<file path="config.mk">
export PLATFORM = sky130hd
export DESIGN_NAME = gcd_core
export DESIGN_NICKNAME = d
export VERILOG_FILES = /design/src/rtl/gcd_core.sv
export SDC_FILE = /design/constraint.sdc
export NUM_CORES = 1
export LEC_CHECK = 0
export ABC_AREA = 1
export CAP_MARGIN = 20
export CORE_ASPECT_RATIO = 1.25
export CORE_UTILIZATION = 45
export DETAILED_ROUTE_END_ITERATION = 8
export PLACE_DENSITY = 0.7
export SYNTH_ARGS = -nofsm -noshare
export SYNTH_HDL_FRONTEND = slang
export SYNTH_SLANG_ARGS = --single-unit
</file>
<file path="constraint.sdc">
create_clock -name clk_i -period 1.79 [get_ports clk_i]
set_clock_uncertainty 0.1 [all_clocks]
set_input_delay 0.179 -clock clk_i [delete_from_list [all_inputs] [get_ports clk_i]]
set_output_delay 0.179 -clock clk_i [all_outputs]
set_load 0.01 [all_outputs]
</file>
<file path="src/rtl/gcd_core.sv">
// gcd_core: iterative GCD of two unsigned operands by repeated subtraction.
// One request at a time. The result is held in gcd_o, and valid_o pulses for one cycle.
module gcd_core #(
    parameter int unsigned WIDTH = 8
) (
    input  logic             clk_i,
    input  logic             reset_i,   // asynchronous, active low
    input  logic             valid_i,
    input  logic [WIDTH-1:0] a_i,
    input  logic [WIDTH-1:0] b_i,
    output logic [WIDTH-1:0] gcd_o,
    output logic             valid_o
);

    typedef enum logic [1:0] {
        StIdle = 2'b00,
        StCalc = 2'b01,
        StDone = 2'b10
    } state_e;

    state_e           state_q, state_d;
    logic [WIDTH-1:0] a_q, a_d;
    logic [WIDTH-1:0] b_q, b_d;
    logic [WIDTH-1:0] gcd_q, gcd_d;
    logic             valid_q, valid_d;

    // Next-state logic: load in idle, apply one reduction rule per cycle in calc.
    always_comb begin
        state_d = state_q;
        a_d     = a_q;
        b_d     = b_q;
        gcd_d   = gcd_q;
        valid_d = 1'b0;

        case (state_q)
            StIdle: begin
                if (valid_i) begin
                    a_d     = a_i;
                    b_d     = b_i;
                    state_d = StCalc;
                end
            end
            StCalc: begin
                // First match wins; the larger operand is always the minuend.
                if (a_q == '0) begin
                    gcd_d   = b_q;
                    valid_d = 1'b1;
                    state_d = StDone;
                end else if (b_q == '0 || a_q == b_q) begin
                    gcd_d   = a_q;
                    valid_d = 1'b1;
                    state_d = StDone;
                end else if (a_q > b_q) begin
                    a_d = a_q - b_q;
                end else begin
                    b_d = b_q - a_q;
                end
            end
            StDone: begin
                state_d = StIdle;
            end
            default: begin
                state_d = StIdle;
            end
        endcase
    end

    // State and datapath registers, cleared asynchronously.
    always_ff @(posedge clk_i or negedge reset_i) begin
        if (!reset_i) begin
            state_q <= StIdle;
            a_q     <= '0;
            b_q     <= '0;
            gcd_q   <= '0;
            valid_q <= 1'b0;
        end else begin
            state_q <= state_d;
            a_q     <= a_d;
            b_q     <= b_d;
            gcd_q   <= gcd_d;
            valid_q <= valid_d;
        end
    end

    assign gcd_o   = gcd_q;
    assign valid_o = valid_q;

endmodule

</file>
==> results.sh <==
export IMPL_clkLatencyLatePin_ns=0.27
export IMPL_ant_nets=0
export IMPL_placedCellCount=437
export IMPL_tightest_slew_ns=0.340
export IMPL_fill_cells=402
export IMPL_final_cells=450
export IMPL_hold_class="input port to asynchronous set/reset pin"
export IMPL_wl_per_cell_um=13.1
export IMPL_ioPinCount=28
export IMPL_cts_root_buf="clkbuf_8"
export IMPL_fin_crit_ns=1.91
export IMPL_antenna_found_initial=0
export IMPL_arrival_ns=1.98
export IMPL_setup_worst_path_class="register to register"
export IMPL_crit_fanout=8
export IMPL_endpoint_kind="register"
export IMPL_cts_sinks=27
export IMPL_reg2reg_from="a_q[0]"
export IMPL_min_period_over_period_pct=107
export IMPL_start_util_pct=46.5
export IMPL_synth_area_leaders="dfrtp_1 (31%), nand2_1 (21%), ha_1 (8.5%)"
export IMPL_syn_avg_cell_area_um2=6.87
export IMPL_hold_viol=0
export IMPL_num_rows=28
export IMPL_grt_pass1_vias=2158
export IMPL_netlist_area_leader_share_pct=30.8
export IMPL_die_h_um=80.1
export IMPL_area_growth_pct=40.1
export IMPL_synth_main_ff_cell="dfrtp_1"
export IMPL_numPortBuffers=27
export IMPL_synth_cell_type_count=26
export IMPL_clkTransAtPathRegs_ns=0.09
export IMPL_worstSetupStartpointType="register"
export IMPL_fin_nets=427
export IMPL_coreArea_um2=4730
export IMPL_maxSlewViolCount=0
export IMPL_dpl_hpwl_um=4430
export IMPL_antenna_cells=0
export IMPL_r2r_slack_ns=-0.12
export IMPL_gp_congestion=0.884
export IMPL_setup_viol=20
export IMPL_syn_inst=320
export IMPL_r2r_cells=13
export IMPL_outcome="finished, violations left"
export IMPL_clockBufferDepth=2
export IMPL_drtPass1Iterations=5
export IMPL_drc=0
export IMPL_syn_area_um2=2200
export IMPL_grt_pass1_wl_um=9310
export IMPL_rsz0062_at_grt="true"
export IMPL_gr_usage_all_layers_pct=23.5
export IMPL_drt_total_wl_um=5910
export IMPL_r2r_end="a_q[2]"
export IMPL_max_freq_mhz=523
export IMPL_cts_htree_levels=1
export IMPL_num_vias=2234
export IMPL_synthArstFlopShare_pct=100
export IMPL_grt_max_degree=28
export IMPL_synth_edff_count=0
export IMPL_die_width_um=64.5
export IMPL_hold_buffers=0
export IMPL_grt_overflow_total=0
export IMPL_drive_above_1_share_pct=26.4
export IMPL_yosys_warnings=0
export IMPL_syn_nets=356
export IMPL_worst_slack_ns=-0.124
export IMPL_synth_top_area_cell="dfrtp_1"
export IMPL_slew_headroom_pct=77.3
export IMPL_ys_seq_elements=27
export IMPL_drt_vias_per_instance=4.96
export IMPL_drtIter0Drc=142
export IMPL_required_ns=1.86
export IMPL_fp_dieArea_um2=5170
export IMPL_seq_area_frac_synth_pct=30.8
export IMPL_violations="negative setup slack"
export IMPL_cts_buffers=3
export IMPL_maxCapViolCount=0
export IMPL_tritoncts="built"
-- cells in the mapped netlist, types with 2 or more instances --
library cell,number
nand2_1,125
inv_1,41
nand3_1,32
dfrtp_1,27
nor2_1,16
a21oi_1,15
ha_1,15
o21ai_1,9
nand2_4,6
nand2_2,5
buf_2,3
nor2_2,3
buf_6,2
fa_1,2
inv_2,2
nand3_2,2
nand4_1,2
o21ai_0,2
o21ai_2,2
or2_1,2
xor2_1,2
-- worst max-delay path by stage --
| stage | from | slack (ns) | endpoint | cells past startpoint |
|---|---|---|---|---|
| 2_1_floorplan | a_q[0] | -0.04 | a_q[6] | 13 |
| 3_3_place_gp | b_q[2] | -0.12 | a_q[5] | 10 |
| 3_5_place_dp | a_q[0] | -0.17 | a_q[0] | 13 |
| 4_1_cts | a_q[0] | -0.12 | a_q[0] | 13 |
| 5_1_grt | a_q[0] | -0.24 | b_q[7] | 12 |
| 6_report | a_q[0] | -0.12 | a_q[2] | 13 |
-- state kept, by name (all words and copies together) (netlist names) --
name	flops
b_q	8
valid_o	1
a_q	8
state_q	2
gcd_o	8
-- cells by family (layout without fill, tap and decap cells) --
kind of cell	after synthesis	in the layout	share of synthesized area (%)
AO/OA/AOI/OAI	28	28	6.72
XOR/XNOR	2	2	0.797
adder cells (fa/ha/maj)	17	17	10.4
buffers and inverters	49	118	9.40
flip-flops	27	27	30.8
AND/OR/NAND/NOR	197	198	42.0
-- worst max-delay path, cell delays in order (launching register included) --
cell	delay, ns
dfrtp_1	0.40
inv_2	0.07
ha_4	0.16
fa_2	0.34
inv_2	0.06
nand2_2	0.05
nand2_4	0.08
nand3_4	0.07
nand2_4	0.10
nand2_4	0.07
nand2_8	0.08
nand2_8	0.09
nand2_2	0.08
nand2_1	0.04
-- area by class of cell --
| type | instances | area (µm²) | area share (%) |
|---|---|---|---|
| clock buffer | 4 | 45.0 | 1.46 |
| inverter | 43 | 161 | 5.24 |
| multi-input combinational | 245 | 1500 | 48.8 |
| sequential | 27 | 678 | 22.0 |
| tap | 60 | 75.1 | 2.44 |
| timing repair buffer | 71 | 616 | 20.0 |
-- per-stage QoR --
stage	hold WS (ns)	utilization, %	setup slack, ns	TNS [ns]	instance area [µm²]
2_1_floorplan	-0.217	-	-0.0351	-0.308	2200
3_3_place_gp	0.368	58.7	-0.118	-1.37	2780
3_5_place_dp	0.374	58.7	-0.171	-2.24	2780
4_1_cts	0.188	60.6	-0.117	-1.55	2870
5_1_grt	0.196	65.1	-0.237	-4.08	3080
6_report	0.171	65.1	-0.124	-1.75	3080
-- placed cells by master (no fill, tap or decap) --
| master | count |
|---|---|
| nand2_1 | 112 |
| buf_4 | 40 |
| inv_1 | 37 |
| nand3_1 | 31 |
| clkdlybuf4s50_1 | 27 |
| dfrtp_1 | 25 |
| nor2_1 | 15 |
| nand2_2 | 15 |
| a21oi_1 | 11 |
| ha_1 | 11 |
| o21ai_1 | 9 |
| nand2_4 | 7 |
| inv_2 | 6 |
| a21oi_2 | 4 |
| ha_4 | 4 |
| buf_6 | 4 |
| nor2_4 | 3 |
| nand3_4 | 3 |
| nand2_8 | 3 |
| clkbuf_8 | 3 |
| nand4_1 | 2 |
| or2_1 | 2 |
| xor2_1 | 2 |
| o21ai_0 | 2 |
| nor2_2 | 2 |
| o21ai_2 | 2 |
| fa_2 | 2 |
| dfrtp_2 | 2 |
| nor2_8 | 1 |
| nand4_4 | 1 |
| nand3_2 | 1 |
| clkbuf_1 | 1 |
-- metal layers --
layer  up-vias  wire, µm  GRT usage (%)
li1       1144         -              -
met1      1023      2440           27.0
met2        57      3120           43.6
met3        10       197           3.27
met4         0       145           8.22
met5         -         0              0
-- timing repair --
item / in CTS / in global routing
gates resized for setup: 8 / 37
gates cloned: 0 / 1
pin swaps: 10 / 14
setup buffers: 1 / 8
endpoints found under the setup margin: 23 / 27
Power is left out: the tool's default activity adds up to more than one toggle a clock period on the data nets, which glitch-free logic cannot reach.
